`src/rtl/ahb_addr_decoder.sv`:
```
// AHB-Lite address decoder and response mux with a built-in default slave.
// Build with AHB_DECODER_TIMEOUT_EN to abort data phases that stall too long.
module ahb_addr_decoder #(
    parameter int NUM_SLAVES     = 3,
    parameter int ADDR_WIDTH     = 32,
    parameter int DATA_WIDTH     = 32,
    parameter int IDX_W          = 2,
    parameter int TIMEOUT_CYCLES = 16
) (
    input  logic                             hclk,
    input  logic                             hreset,
    input  logic [ADDR_WIDTH-1:0]            haddr,
    input  logic [1:0]                       htrans,
    output logic [NUM_SLAVES-1:0]            hsel,
    input  logic [NUM_SLAVES*DATA_WIDTH-1:0] hrdata_s,
    input  logic [NUM_SLAVES-1:0]            hreadyout_s,
    input  logic [NUM_SLAVES-1:0]            hresp_s,
    output logic [DATA_WIDTH-1:0]            hrdata,
    output logic                             hready,
    output logic                             hresp
);

    localparam logic [1:0] D_IDLE = 2'd0;
    localparam logic [1:0] D_ERR1 = 2'd1;
    localparam logic [1:0] D_ERR2 = 2'd2;

    logic [IDX_W-1:0]    idx;
    logic                dec_default;
    logic                start_err;
    logic [NUM_SLAVES:0] dsel_q, dsel_d;
    logic [1:0]          state_q, state_d;
    logic                unused_addr;

    assign idx         = haddr[ADDR_WIDTH-1 -: IDX_W];
    assign unused_addr = ^{haddr[ADDR_WIDTH-IDX_W-1:0], htrans[0]};

    always_comb begin
        hsel = '0;
        for (int k = 0; k < NUM_SLAVES; k++)
            if (int'(idx) == k + 1) hsel[k] = 1'b1;
    end

    // Index 0 and anything above the last slave both fall to the default slave
    assign dec_default = ~|hsel;
    assign start_err   = hready && dec_default && htrans[1];

    always_comb begin
        hrdata = '0;
        hready = 1'b1;
        hresp  = 1'b0;
        if (dsel_q[0]) begin
            hready = (state_q != D_ERR1);
            hresp  = (state_q != D_IDLE);
        end else begin
            for (int k = 0; k < NUM_SLAVES; k++)
                if (dsel_q[k+1]) begin
                    hrdata = hrdata_s[k*DATA_WIDTH +: DATA_WIDTH];
                    hready = hreadyout_s[k];
                    hresp  = hresp_s[k];
                end
        end
    end

`ifdef AHB_DECODER_TIMEOUT_EN
    localparam int CNT_W = $clog2(TIMEOUT_CYCLES + 1);

    logic [CNT_W-1:0] wait_q, wait_d;
    logic             stall, timeout;

    assign stall   = !dsel_q[0] && !hready;
    // Fires on the edge that ends the TIMEOUT_CYCLES-th stalled cycle
    assign timeout = stall && (wait_q == CNT_W'(TIMEOUT_CYCLES - 1));

    always_comb begin
        wait_d = '0;
        if (stall && !timeout) wait_d = wait_q + 1'b1;
    end

    always_ff @(posedge hclk or posedge hreset) begin
        if (hreset) wait_q <= '0;
        else        wait_q <= wait_d;
    end
`else
    logic timeout;
    assign timeout = 1'b0;
`endif

    always_comb begin
        dsel_d  = hready ? {hsel, dec_default} : dsel_q;
        state_d = state_q;
        case (state_q)
            D_IDLE:  if (start_err) state_d = D_ERR1;
            D_ERR1:  state_d = D_ERR2;
            D_ERR2:  state_d = start_err ? D_ERR1 : D_IDLE;
            default: state_d = D_IDLE;
        endcase
        if (timeout) begin
            dsel_d  = {{NUM_SLAVES{1'b0}}, 1'b1};
            state_d = D_ERR1;
        end
    end

    always_ff @(posedge hclk or posedge hreset) begin
        if (hreset) begin
            dsel_q  <= {{NUM_SLAVES{1'b0}}, 1'b1};
            state_q <= D_IDLE;
        end else begin
            dsel_q  <= dsel_d;
            state_q <= state_d;
        end
    end

endmodule
```
`config.mk`:
```
export PLATFORM = sky130hd
export DESIGN_NAME = ahb_addr_decoder
export DESIGN_NICKNAME = d
export VERILOG_FILES = /design/src/rtl/ahb_addr_decoder.sv
export SDC_FILE = /design/constraint.sdc
export NUM_CORES = 1
export LEC_CHECK = 0
export BUFFER_PORTS_ARGS = -buffer_cell sky130_fd_sc_hd__buf_2
export CORE_AREA = 2 2 68 70
export DETAILED_ROUTE_END_ITERATION = 8
export DIE_AREA = 0 0 70 72
export HOLD_SLACK_MARGIN = 0.1
export PLACE_DENSITY = 0.78
export SYNTH_ARGS = -nofsm -noshare
export SYNTH_HDL_FRONTEND = slang
export SYNTH_SLANG_ARGS = --single-unit
```
`constraint.sdc`:
```
create_clock -name hclk -period 2.1 [get_ports hclk]
set_clock_uncertainty 0.2 [all_clocks]
set_input_delay 0.21 -clock hclk [delete_from_list [all_inputs] [get_ports hclk]]
set_output_delay 0.21 -clock hclk [all_outputs]
set_load 0.05 [all_outputs]
```
==> results of run 1 <==
[cells in the final DEF (no fill, tap or decap), drive strengths merged, types with 3 or more instances in the layout]
cell           n
nor2          34
dfrtp          5
buf          153
dlygate4sd3    5
nor3          32
clkbuf         4
mux2           3
nor2b          4
a221oi        33
[state kept, by name (all words and copies together) (netlist names)]
| register | flops |
|---|---|
| dsel_q | 4 |
| state_q | 2 |
[repair_timing]
action,4_1_cts,5_1_grt
pin swaps,0,0
hold buffers,5,0
gates resized for setup,1,6
endpoints found under the setup margin,1,15
hold endpoints to repair,8,0
[path summary, 6_finish.rpt]
check	start	end	slack [ns]	cells past startpoint
min reg2reg	state_q[1]	state_q[1]	0.26	1
max	dsel_q[1]	hrdata[26]	0.10	5
max reg2reg	dsel_q[2]	state_q[0]	0.11	5
max in group asynchronous	hreset	dsel_q[0]	1.21	3
min in group hclk	state_q[1]	state_q[1]	0.26	1
min	hreset	state_q[1]	0.24	3
[final cells by class]
type | count | area, um^2
multi-input cells | 118 | 927
clock buffers | 4 | 45.0
inverters | 3 | 11.3
well taps | 52 | 65.1
flip-flops and latches | 6 | 151
fillers | 421 | 2210
repair buffers | 158 | 855
[per-layer routing]
| metal | wire length, um | global-route usage (%) | up-vias |
|---|---|---|---|
| met5 | 0 | 0 | - |
| met4 | 9 | 3.85 | 0 |
| met3 | 346 | 1.81 | 2 |
| met2 | 2410 | 33.1 | 80 |
| met1 | 1790 | 19.8 | 773 |
| li1 | - | - | 853 |
[power groups by stage]
stage / clock network [mW] / registers (mW) / logic, mW
after floorplan: 0 / 0.165 / 2.81
after global placement: 0 / 0.190 / 3.48
after detailed placement: 0 / 0.194 / 3.53
after CTS: 0.186 / 0.193 / 3.55
after global routing: 0.194 / 0.201 / 3.80
final: 0.180 / 0.193 / 3.58
[logic make-up after synthesis]
group / synth area share (%)
AND/OR/NAND/NOR: 36.1
AO/OA/AOI/OAI: 35.5
buffers and inverters: 9.63
flip-flops: 15.3
multiplexers: 3.42
[per-stage QoR]
| step | worst slack (ns) | power, mW | area [um^2] |
|---|---|---|---|
| after floorplan | 0.0122 | 2.97 | 1150 |
| after detailed placement | 0.237 | 3.72 | 1930 |
| after CTS | 0.0415 | 3.93 | 2020 |
| after global placement | 0.279 | 3.67 | 1930 |
| after global routing | -0.0196 | 4.20 | 2050 |
| final | 0.101 | 3.95 | 2050 |
[critical path, delay by kind of cell (launching register included)]
kind / cells / cell delay, ns
simple gates: 2 / 0.24
buf+inv: 2 / 0.39
compound gates: 1 / 0.33
flops: 1 / 0.40
==> metrics.json, run 1 <==
{
  "status": {"value": "finished clean"},
  "detailedRoute.firstPassIterationCount": {"value": 4},
  "yosys.cell_types.count": {"value": 22},
  "syn_nets": {"value": 284},
  "synthesis.yosys.warnings": {"value": 0},
  "detail_route.iter0.violations": {"value": 44},
  "finalHoldViolCount": {"value": 0},
  "vias_post_dr": {"value": 1708},
  "numPlacedInstances": {"value": 332},
  "clock_insertion_delay_worst_skew": {"value": 0.22, "unit": "ns"},
  "grt_pass1_wl": {"value": 7210, "unit": "um"},
  "synth_cells": {"value": 146},
  "switchingPower": {"value": 2.65, "unit": "mW"},
  "synthDominantCellAreaShare": {"value": 29.3, "unit": "%"},
  "netlist_area": {"value": 987, "unit": "um^2"},
  "ys_top_cells_by_count": {"value": "34 x nor2_1, 33 x a221oi_1, 32 x nor3_1"},
  "post-route-drc-count": {"value": 0},
  "post_cts_buffers": {"value": 0},
  "yosysSeqAreaShare": {"value": 15.3, "unit": "%"},
  "synth.ff_latch_count": {"value": 6},
  "period_share": {"value": 95.2, "unit": "%"},
  "hold_ws": {"value": 0.236, "unit": "ns"},
  "rows": {"value": 24},
  "startpoint_to_endpoint_class_of_the_critical_path": {"value": "flip-flop to output pin"},
  "min_period": {"value": 2.00, "unit": "ns"},
  "diodes": {"value": 0},
  "critical_path_data_required_time": {"value": 1.69, "unit": "ns"},
  "totalNegativeSetupSlack": {"value": 0, "unit": "ns"},
  "leakagePower": {"value": 1.09, "unit": "nW"},
  "drt-wirelength-per-cell": {"value": 13.4, "unit": "um"},
  "maximum_number_of_pins_on_one_net_before_global_route_repair": {"value": 22},
  "endpoint_kind": {"value": "output pin"},
  "route.detailed.vias_per_inst": {"value": 5.01},
  "detailed_place_hpwl": {"value": 3570, "unit": "um"},
  "synth_edf_count": {"value": 0},
  "cts_max_path_buffers": {"value": 2},
  "start_util": {"value": 23.2, "unit": "%"},
  "yosys.cell_count.top_type": {"value": "nor2_1"},
  "globalRouteTotalUtil": {"value": 16.9, "unit": "%"},
  "fp.dieArea": {"value": 0.00504, "unit": "mm^2"},
  "floorplan.die.width": {"value": 70, "unit": "um"},
  "cts_made_buffers": {"value": 3},
  "timing.critical_path.arrival": {"value": 1.59, "unit": "ns"},
  "post_layout_utilization_of_the_core": {"value": 48.2, "unit": "%"},
  "cts.htree.levels": {"value": 1},
  "num_io_pins": {"value": 175},
  "totalWireLength": {"value": 4560, "unit": "um"},
  "maxClockFrequency": {"value": 0.500, "unit": "GHz"},
  "clock-root-buffer": {"value": "clkbuf_8"},
  "path_cells": {"value": "nor2b_2, buf_4, a221oi_1, nor3_2, buf_2"},
  "synth_area_leaders": {"value": "a221oi_1 29%, nor3_1 16%, nor2_1 13%"},
  "weighted_congestion_reported_at_the_end_of_routability_driven_placement": {"value": 0.789},
  "clk_pin_slew_worst_paths": {"value": 0.04, "unit": "ns"},
  "detail-route-antenna-nets": {"value": 0},
  "initial_antenna_violation_count": {"value": 0},
  "setup-violations-final": {"value": 0},
  "rsz0062_at_grt": {"value": "true"},
  "worst_ir_drop_vdd": {"value": 0.997, "unit": "mV"},
  "worst_setup_path_start_kind": {"value": "flip-flop"},
  "cp_slowest_cell": {"value": "dfrtp_1"},
  "synth-main-ff-cell": {"value": "dfrtp_1"},
  "synth_area_leader_cell": {"value": "a221oi_1"},
  "report.final.slew_viol_count": {"value": 0},
  "core_box_area": {"value": 0.00426, "unit": "mm^2"},
  "power_frac_comb": {"value": 90.5, "unit": "%"},
  "hp-class": {"value": "input pin to async pin"},
  "layout.nets": {"value": 428},
  "globalRouteOverflowTotal": {"value": 0},
  "tritoncts": {"value": "built"},
  "clock_power_share": {"value": 4.6, "unit": "%"},
  "power.share.switching": {"value": 67.1, "unit": "%"},
  "stdcell_count": {"value": 341},
  "worstMarginPinSlew": {"value": 0.352, "unit": "ns"},
  "power.sequential.fraction": {"value": 4.9, "unit": "%"},
  "synthToLayoutAreaGrowth": {"value": 108, "unit": "%"},
  "placement.io_buffers": {"value": 143},
  "cellInternalPower": {"value": 1.30, "unit": "mW"},
  "critical-path-max-stage-delay": {"value": 0.40, "unit": "ns"},
  "drive_above_1_share": {"value": 67.8, "unit": "%"},
  "fp.dieH": {"value": 72, "unit": "um"},
  "slew_headroom": {"value": 76.5, "unit": "%"},
  "clkSinkCount": {"value": 6},
  "critical_path_peak_fanout": {"value": 12},
  "synthArstFlopShare": {"value": 100, "unit": "%"},
  "avgSynthCellArea": {"value": 6.76, "unit": "um^2"},
  "max_cap_violations": {"value": 0},
  "power_per_cell_area": {"value": 1920, "unit": "mW/mm^2"},
  "grt_pass1_vias": {"value": 1649}
}
Power figures use the tool's default switching activity.
==> run 2, diff against run 1 <==
- CELL_PAD_IN_SITES_DETAIL_PLACEMENT: default -> 1
- CELL_PAD_IN_SITES_GLOBAL_PLACEMENT: default -> 1
- CORE_AREA: 2 2 68 70 -> default
- CORE_MARGIN: default -> 2
- CORE_UTILIZATION: default -> 15
- DIE_AREA: 0 0 70 72 -> default
- PLACE_DENSITY: 0.78 -> 0.89
==> metrics.json, run 2 (synthesized netlist as in run 1, its figures left out) <==
{
  "cts_max_path_buffers": {"value": 2, "change": "unchanged"},
  "cts_made_buffers": {"value": 3, "change": "unchanged"},
  "weighted_congestion_reported_at_the_end_of_routability_driven_placement": {"value": 0.750, "change": "-4.9%"},
  "detail-route-antenna-nets": {"value": 0, "change": "unchanged"},
  "fp.dieArea": {"value": 0.00725, "unit": "mm^2", "change": "+44%"},
  "path_cells": {"value": "buf_12, buf_4, a221oi_1, nor3_2, buf_2"},
  "timing.critical_path.arrival": {"value": 1.64, "unit": "ns", "change": "+0.05 ns"},
  "layout.nets": {"value": 431, "change": "+0.70%"},
  "leakagePower": {"value": 1.14, "unit": "nW", "change": "+5.0%"},
  "critical_path_buf_inv_count": {"value": 3, "change": "+1"},
  "floorplan.die.width": {"value": 85.1, "unit": "um", "change": "+22%"},
  "grt_pass1_vias": {"value": 1961, "change": "+19%"},
  "endpoint_kind": {"value": "output pin"},
  "num_io_pins": {"value": 175, "change": "unchanged"},
  "cp_slowest_cell": {"value": "dfrtp_2"},
  "vias_post_dr": {"value": 1808, "change": "+5.9%"},
  "power.total": {"value": 4.30, "unit": "mW", "change": "+8.8%"},
  "fp.dieH": {"value": 85.1, "unit": "um", "change": "+18%"},
  "biggestRegsByFlops": {"value": "dsel_q (4), state_q (2)"},
  "crit_family": {"value": "buffers and inverters"},
  "critical_path_peak_fanout": {"value": 12, "change": "unchanged"},
  "worst_setup_path_start_kind": {"value": "flip-flop"},
  "drive_above_1_share": {"value": 70.5, "unit": "%", "change": "+2.7 points"},
  "maximum_number_of_pins_on_one_net_before_global_route_repair": {"value": 35, "change": "+59%"},
  "clkSinkCount": {"value": 6, "change": "unchanged"},
  "critical-path-max-stage-delay": {"value": 0.44, "unit": "ns", "change": "+0.04 ns"},
  "cts.htree.levels": {"value": 1, "change": "unchanged"},
  "detail_route.iter0.violations": {"value": 39, "change": "-11%"},
  "globalRouteTotalUtil": {"value": 15.8, "unit": "%", "change": "-1.1 points"},
  "initial_antenna_violation_count": {"value": 0, "change": "unchanged"},
  "diodes": {"value": 0, "change": "unchanged"},
  "slew_headroom": {"value": 77.2, "unit": "%", "change": "+0.68 points"},
  "hp-class": {"value": "input pin to async pin"},
  "post-route-drc-count": {"value": 0, "change": "unchanged"},
  "placement.io_buffers": {"value": 143, "change": "unchanged"},
  "clock_insertion_delay_worst_skew": {"value": 0.22, "unit": "ns", "change": "about the same"},
  "largest_register": {"value": "dsel_q"},
  "tritoncts": {"value": "built"},
  "hold_ws": {"value": 0.250, "unit": "ns", "change": "+0.0137 ns"},
  "power_per_cell_area": {"value": 1940, "unit": "mW/mm^2", "change": "+0.91%"},
  "period_share": {"value": 97.6, "unit": "%", "change": "+2.4 points"},
  "finalHoldViolCount": {"value": 0, "change": "unchanged"},
  "route.detailed.vias_per_inst": {"value": 4.90, "change": "-2.2%"},
  "start_util": {"value": 15.5, "unit": "%", "change": "-7.6 points"},
  "drt-wirelength-per-cell": {"value": 16.2, "unit": "um", "change": "+21%"},
  "report.final.slew_viol_count": {"value": 0, "change": "unchanged"},
  "worst_ir_drop_vdd": {"value": 0.898, "unit": "mV", "change": "-10%"},
  "postPlaceCellArea": {"value": 0.00199, "unit": "mm^2", "change": "+3.2%"},
  "core_box_area": {"value": 0.00635, "unit": "mm^2", "change": "+49%"},
  "startpoint_to_endpoint_class_of_the_critical_path": {"value": "flip-flop to output pin"},
  "synthToLayoutAreaGrowth": {"value": 124, "unit": "%"},
  "worstMarginPinSlew": {"value": 0.342, "unit": "ns", "change": "-0.0102 ns"},
  "totalWireLength": {"value": 5960, "unit": "um", "change": "+31%"},
  "clk_pin_slew_worst_paths": {"value": 0.04, "unit": "ns", "change": "about the same"},
  "status": {"value": "finished clean"},
  "setup-violations-final": {"value": 0, "change": "unchanged"},
  "critical_path_data_required_time": {"value": 1.69, "unit": "ns", "change": "about the same"},
  "min_period": {"value": 2.05, "unit": "ns", "change": "+0.0500 ns"},
  "highest_count_cells_in_the_layout_ignoring_fill_and_taps": {"value": "140 x buf_2, 34 x nor2_1, 32 x nor3_2"},
  "clock-root-buffer": {"value": "clkbuf_8"},
  "most_common_cell_after_layout_fill_and_taps_aside": {"value": "buf_2"},
  "detailed_place_hpwl": {"value": 4490, "unit": "um", "change": "+26%"},
  "stdcell_area": {"value": 0.00222, "unit": "mm^2", "change": "+7.9%"},
  "max_ffs_per_register": {"value": 4, "change": "unchanged"},
  "maxClockFrequency": {"value": 0.488, "unit": "GHz", "change": "-2.4%"},
  "max_cap_violations": {"value": 0, "change": "unchanged"},
  "rows": {"value": 29, "change": "+21%"},
  "rsz0062_at_grt": {"value": "true"},
  "detailedRoute.firstPassIterationCount": {"value": 4, "change": "unchanged"},
  "globalRouteOverflowTotal": {"value": 0, "change": "unchanged"},
  "grt_pass1_wl": {"value": 9360, "unit": "um", "change": "+30%"}
}
run 2: cell types whose count changed in the layout (fill, tap and decap cells not counted), moves of 2 or more:
cell / change
a221oi_1: -6
a221oi_2: +6
buf_12: +4
buf_2: -2
buf_4: +2
buf_6: -2
run 2: worst min-delay path, cell delays in order:
cell and delay [ns]:
dlygate4sd3_1 0.53, buf_2 0.12, inv_1 0.18
run 2: per-stage QoR:
| step | instances | setup WS, ns | TNS [ns] | util, % |
|---|---|---|---|---|
| after detailed placement | 356 | -0.172 | -1.18 | 31.3 |
| after global routing | 369 | -0.0171 | -0.0231 | 34.9 |
| after CTS | 369 | 0.0277 | 0 | 34.0 |
| after global placement | 356 | -0.112 | -0.142 | 31.3 |
| final | 369 | 0.0512 | 0 | 34.9 |
| after floorplan | 146 | 0.0122 | 0 | - |
run 2: repair_timing:
item                       4_1_cts  5_1_grt
setup endpoints to repair       34        9
gates resized for setup          7       11
hold endpoints to repair         8        0
pin swaps                        1        1
buffers inserted                 4        0
cloned                           1        0
hold buffers                     4        0
run 2: cell type report:
type / instances / area (um^2)
clock buffers: 4 / 45.0
fillers: 817 / 4130
inverters: 3 / 11.3
multi-input cells: 118 / 963
flip-flops and latches: 6 / 153
well taps: 77 / 96.3
repair buffers: 161 / 947
run 2: path summary, 6_finish.rpt:
kind                               to  cells after the start  startpoint  slack, ns
setup / recovery           hrdata[13]                      5   dsel_q[2]       0.05
hold / removal              dsel_q[3]                      3      hreset       0.25
setup reg to reg            dsel_q[2]                      5   dsel_q[2]       0.11
hold reg to reg            state_q[1]                      1  state_q[1]       0.25
max in group asynchronous   dsel_q[0]                      3      hreset       1.19
min in group hclk          state_q[1]                      1  state_q[1]       0.25
run 2: routing by layer:
layer	global-route usage, %	wire length (um)
met4	4.04	56
met3	2.53	446
met1	17.2	2070
met2	31.1	3390
met5	0	0
run 2: power breakdown:
part	switching (mW)	total, mW	internal (mW)
sequential	0.0469	0.203	0.156
combinational	2.69	3.91	1.22
clock	0.0535	0.184	0.131
==> run 3, diff against run 2 <==
- ABC_AREA: default -> 1
- CORE_UTILIZATION: 15 -> 14
- PLACE_DENSITY: 0.89 -> 0.77
==> metrics.json, run 3 <==
{
  "worstMarginPinSlew": {"value": 0.263, "unit": "ns", "change": "-0.0792 ns"},
  "post_synth_and_or_nand_nor_area_fraction": {"value": 22.4, "unit": "%", "change": "-14 points"},
  "fraction_of_the_mapped_netlist_area_in_adder_cells": {"value": 0, "unit": "%", "change": "unchanged"},
  "maximum_number_of_pins_on_one_net_before_global_route_repair": {"value": 20, "change": "-43%"},
  "min_from": {"value": "state_q[1]"},
  "finalHoldViolCount": {"value": 0, "change": "unchanged"},
  "grt_pass1_wl": {"value": 8670, "unit": "um", "change": "-7.4%"},
  "crit_family": {"value": "flip-flops"},
  "critical-path-max-stage-delay": {"value": 0.47, "unit": "ns", "change": "+0.03 ns"},
  "regToRegEndpoint": {"value": "dsel_q[1]"},
  "core_box_area": {"value": 0.00721, "unit": "mm^2", "change": "+14%"},
  "dp_worst_setup_slack": {"value": 0.231, "unit": "ns", "change": "+0.403 ns"},
  "num_io_pins": {"value": 175, "change": "unchanged"},
  "clock_power_share": {"value": 7.5, "unit": "%", "change": "+3.2 points"},
  "tritoncts": {"value": "built"},
  "diodes": {"value": 0, "change": "unchanged"},
  "worst_setup_path_start_kind": {"value": "flip-flop"},
  "max_ffs_per_register": {"value": 4, "change": "unchanged"},
  "clock_insertion_delay_worst_skew": {"value": 0.23, "unit": "ns", "change": "about the same"},
  "yosysSeqAreaShare": {"value": 14.7, "unit": "%", "change": "-0.67 points"},
  "cts.htree.levels": {"value": 1, "change": "unchanged"},
  "worst_ir_drop_vdd": {"value": 0.391, "unit": "mV", "change": "-56%"},
  "power_frac_comb": {"value": 85.6, "unit": "%", "change": "-5.4 points"},
  "synth.mux.area_fraction": {"value": 0, "unit": "%", "change": "-3.4 points"},
  "synthesis.yosys.warnings": {"value": 0, "change": "unchanged"},
  "power.total": {"value": 2.46, "unit": "mW", "change": "-43%"},
  "synthToLayoutAreaGrowth": {"value": 90.3, "unit": "%"},
  "cts_made_buffers": {"value": 3, "change": "unchanged"},
  "cp_slowest_cell": {"value": "dfrtp_2"},
  "clkSinkCount": {"value": 6, "change": "unchanged"},
  "regToRegSetupSlack": {"value": 0.53, "unit": "ns", "change": "+0.42 ns"},
  "drt-wirelength-per-cell": {"value": 12.5, "unit": "um", "change": "-23%"},
  "synth.ff_latch_count": {"value": 6, "change": "unchanged"},
  "post_cts_buffers": {"value": 0, "change": "-4"},
  "holdPathStages": {"value": 1},
  "min_period": {"value": 1.99, "unit": "ns", "change": "-0.0602 ns"},
  "fp.dieArea": {"value": 0.00808, "unit": "mm^2", "change": "+11%"},
  "layout.nets": {"value": 476, "change": "+10%"},
  "critical_path_peak_fanout": {"value": 17, "change": "+5"},
  "ys_top_cells_by_count": {"value": "67 x a21oi_1, 46 x nand2_1, 35 x o21ai_0"},
  "path_cells": {"value": "nor2_8, buf_6, nand2_1, nand2_1, nand2_2, nand2_4, inv_2, buf_2"},
  "compound_gate_fraction_of_synth_area": {"value": 50.4, "unit": "%", "change": "+15 points"},
  "avgSynthCellArea": {"value": 5.38, "unit": "um^2", "change": "-20%"},
  "fp.dieH": {"value": 89.9, "unit": "um", "change": "+5.6%"},
  "hold_ws": {"value": 0.233, "unit": "ns", "change": "-0.0168 ns"},
  "critical_path_data_required_time": {"value": 1.69, "unit": "ns", "change": "about the same"},
  "post-route-drc-count": {"value": 0, "change": "unchanged"},
  "drive_above_1_share": {"value": 48.1, "unit": "%", "change": "-22 points"},
  "maxClockFrequency": {"value": 0.503, "unit": "GHz", "change": "+3.0%"},
  "crit-reg2reg-launch": {"value": "dsel_q[2]"},
  "endpoint_kind": {"value": "output pin"},
  "route.detailed.vias_per_inst": {"value": 4.38, "change": "-11%"},
  "yosys.cell_count.top_type": {"value": "a21oi_1"},
  "clk_pin_slew_worst_paths": {"value": 0.04, "unit": "ns", "change": "about the same"},
  "post-route-worst-setup-slack": {"value": 0.111, "unit": "ns", "change": "+0.0602 ns"},
  "netlist_area": {"value": 0.00103, "unit": "mm^2", "change": "+4.6%"},
  "stdcell_area": {"value": 0.00196, "unit": "mm^2", "change": "-11%"},
  "timing.critical_path.arrival": {"value": 1.58, "unit": "ns", "change": "-0.06 ns"},
  "max_cap_violations": {"value": 0, "change": "unchanged"},
  "rr_worst_depth": {"value": 9, "change": "+4"},
  "report.final.slew_viol_count": {"value": 0, "change": "unchanged"},
  "weighted_congestion_reported_at_the_end_of_routability_driven_placement": {"value": 0.747, "change": "-0.40%"},
  "post_synth_xor_area_fraction": {"value": 0, "unit": "%", "change": "unchanged"},
  "status": {"value": "finished clean"},
  "detailedRoute.firstPassIterationCount": {"value": 4, "change": "unchanged"},
  "main_combinational_cell_family_by_area_after_synthesis": {"value": "compound AO/OA/AOI/OAI gates"},
  "floorplan.die.width": {"value": 89.9, "unit": "um", "change": "+5.6%"},
  "synth_area_leader_cell": {"value": "a21oi_1"},
  "postPlaceCellArea": {"value": 0.00186, "unit": "mm^2", "change": "-6.5%"},
  "synthArstFlopShare": {"value": 100, "unit": "%", "change": "unchanged"},
  "cellInternalPower": {"value": 810, "unit": "uW", "change": "-46%"},
  "clock-root-buffer": {"value": "clkbuf_8"},
  "synthDominantCellAreaShare": {"value": 32.5, "unit": "%", "change": "+3.2 points"},
  "syn_nets": {"value": 330, "change": "+16%"},
  "yosys.cell_types.count": {"value": 16, "change": "-27%"},
  "detail_route.iter0.violations": {"value": 35, "change": "-10%"},
  "biggestRegsByFlops": {"value": "dsel_q (4), state_q (2)"},
  "stdcell_count": {"value": 436, "change": "+18%"},
  "highest_count_cells_in_the_layout_ignoring_fill_and_taps": {"value": "141 x buf_2, 67 x a21oi_1, 46 x nand2_1"},
  "placement.io_buffers": {"value": 143, "change": "unchanged"},
  "synth-main-ff-cell": {"value": "dfrtp_1"},
  "slew_headroom": {"value": 82.6, "unit": "%", "change": "+5.4 points"},
  "globalRouteOverflowTotal": {"value": 0, "change": "unchanged"},
  "period_share": {"value": 94.7, "unit": "%", "change": "-2.9 points"},
  "leakagePower": {"value": 1.06, "unit": "nW", "change": "-7.5%"},
  "detail-route-antenna-nets": {"value": 0, "change": "unchanged"},
  "synth_area_leaders": {"value": "a21oi_1 32%, o21ai_0 17%, nand2_1 17%"},
  "rsz0062_at_grt": {"value": "true"},
  "startpoint_to_endpoint_class_of_the_critical_path": {"value": "flip-flop to output pin"},
  "numPlacedInstances": {"value": 427, "change": "+20%"},
  "synth_cells": {"value": 192, "change": "+32%"},
  "cp_common_cell": {"value": "nand2_1"},
  "detailed_place_hpwl": {"value": 4340, "unit": "um", "change": "-3.4%"},
  "power.share.switching": {"value": 67.1, "unit": "%", "change": "+2.0 points"},
  "initial_antenna_violation_count": {"value": 0, "change": "unchanged"},
  "most_common_cell_after_layout_fill_and_taps_aside": {"value": "buf_2"},
  "globalRouteTotalUtil": {"value": 12.6, "unit": "%", "change": "-3.2 points"},
  "critical_path_buf_inv_count": {"value": 3, "change": "unchanged"},
  "hold_path_end": {"value": "state_q[1]"},
  "fill_cells": {"value": 1000, "change": "+22%"},
  "switchingPower": {"value": 1.65, "unit": "mW", "change": "-41%"},
  "grt_pass1_vias": {"value": 1928, "change": "-1.7%"},
  "start_util": {"value": 14.3, "unit": "%", "change": "-1.2 points"},
  "hp-class": {"value": "flip-flop to flip-flop"},
  "vias_post_dr": {"value": 1911, "change": "+5.7%"},
  "power.sequential.fraction": {"value": 6.9, "unit": "%", "change": "+2.2 points"},
  "largest_register": {"value": "dsel_q"},
  "setup-violations-final": {"value": 0, "change": "unchanged"},
  "rows": {"value": 31, "change": "+6.9%"},
  "synth_edf_count": {"value": 0, "change": "unchanged"},
  "totalWireLength": {"value": 5430, "unit": "um", "change": "-8.9%"},
  "cts_max_path_buffers": {"value": 2, "change": "unchanged"},
  "power_per_cell_area": {"value": 1250, "unit": "mW/mm^2", "change": "-35%"}
}
[run 3: cell types whose count changed after synthesis, sizes merged, moves of 11 or more]
cell / change
a221oi: -33
nand2: +48
o21ai: +36
nor2: -29
a21oi: +67
nor3: -32
clkbuf: -11
[run 3: repair_timing]
item / 4_1_cts / 5_1_grt
hold buffers: 5 / 0
endpoints found under the setup margin: 1 / 4
gates resized for setup: 1 / 3
hold endpoints to repair: 9 / 0
[run 3: worst reg2reg max path, cell delays in order, from the launching register on]
cell and delay (ns):
dfrtp_2 0.47, nor2_8 0.14, buf_6 0.18, nand2_1 0.08, nand2_1 0.08, nand2_2 0.07, nand2_4 0.09, inv_2 0.05
nand2_1 0.06, nand2_1 0.05
[run 3: cell families after synthesis]
logic type | count (synthesis)
AOI/OAI and AO/OA | 104
DFF | 6
and+or+nand+nor | 54
buffers and inverters | 28
[run 3: worst max-delay path by stage]
stage / depth (start not counted) / endpoint / startpoint
floorplan: 5 / hrdata[10] / dsel_q[2]
CTS: 8 / hready / dsel_q[2]
finish: 8 / hready / dsel_q[2]
global route: 8 / hready / dsel_q[2]
global placement: 8 / hready / dsel_q[2]
detailed placement: 6 / hresp / dsel_q[2]
[run 3: per-stage QoR]
step                 TNS, ns  util, %
finish                     0     27.2
global route        -0.00531     27.2
CTS                        0     27.1
detailed placement         0     25.8
global placement           0     25.8
floorplan                  0        -
[run 3: routing by layer]
metal	GRT usage (%)	wire length (um)	share of wire (%)
met5	0	0	0
met4	2.18	23	0.42
met3	2.60	465	8.6
met2	25.3	2780	51
met1	13.5	2170	40
[run 3: area by class of cell]
cell class	count	area [um^2]	share of cell area, %
timing repair buffer	158	850	43.2
multi-input combinational	158	752	38.3
sequential	6	153	7.77
tap	99	124	6.31
clock buffer	4	45.0	2.29
inverter	11	41.3	2.10
[run 3: power groups by stage]
stage / Combinational [mW] / Sequential, mW / Clock, mW
finish: 2.11 / 0.170 / 0.184
floorplan: 1.59 / 0.150 / 0
detailed placement: 2.10 / 0.172 / 0
global route: 2.25 / 0.175 / 0.199
global placement: 2.07 / 0.170 / 0
CTS: 2.11 / 0.171 / 0.186
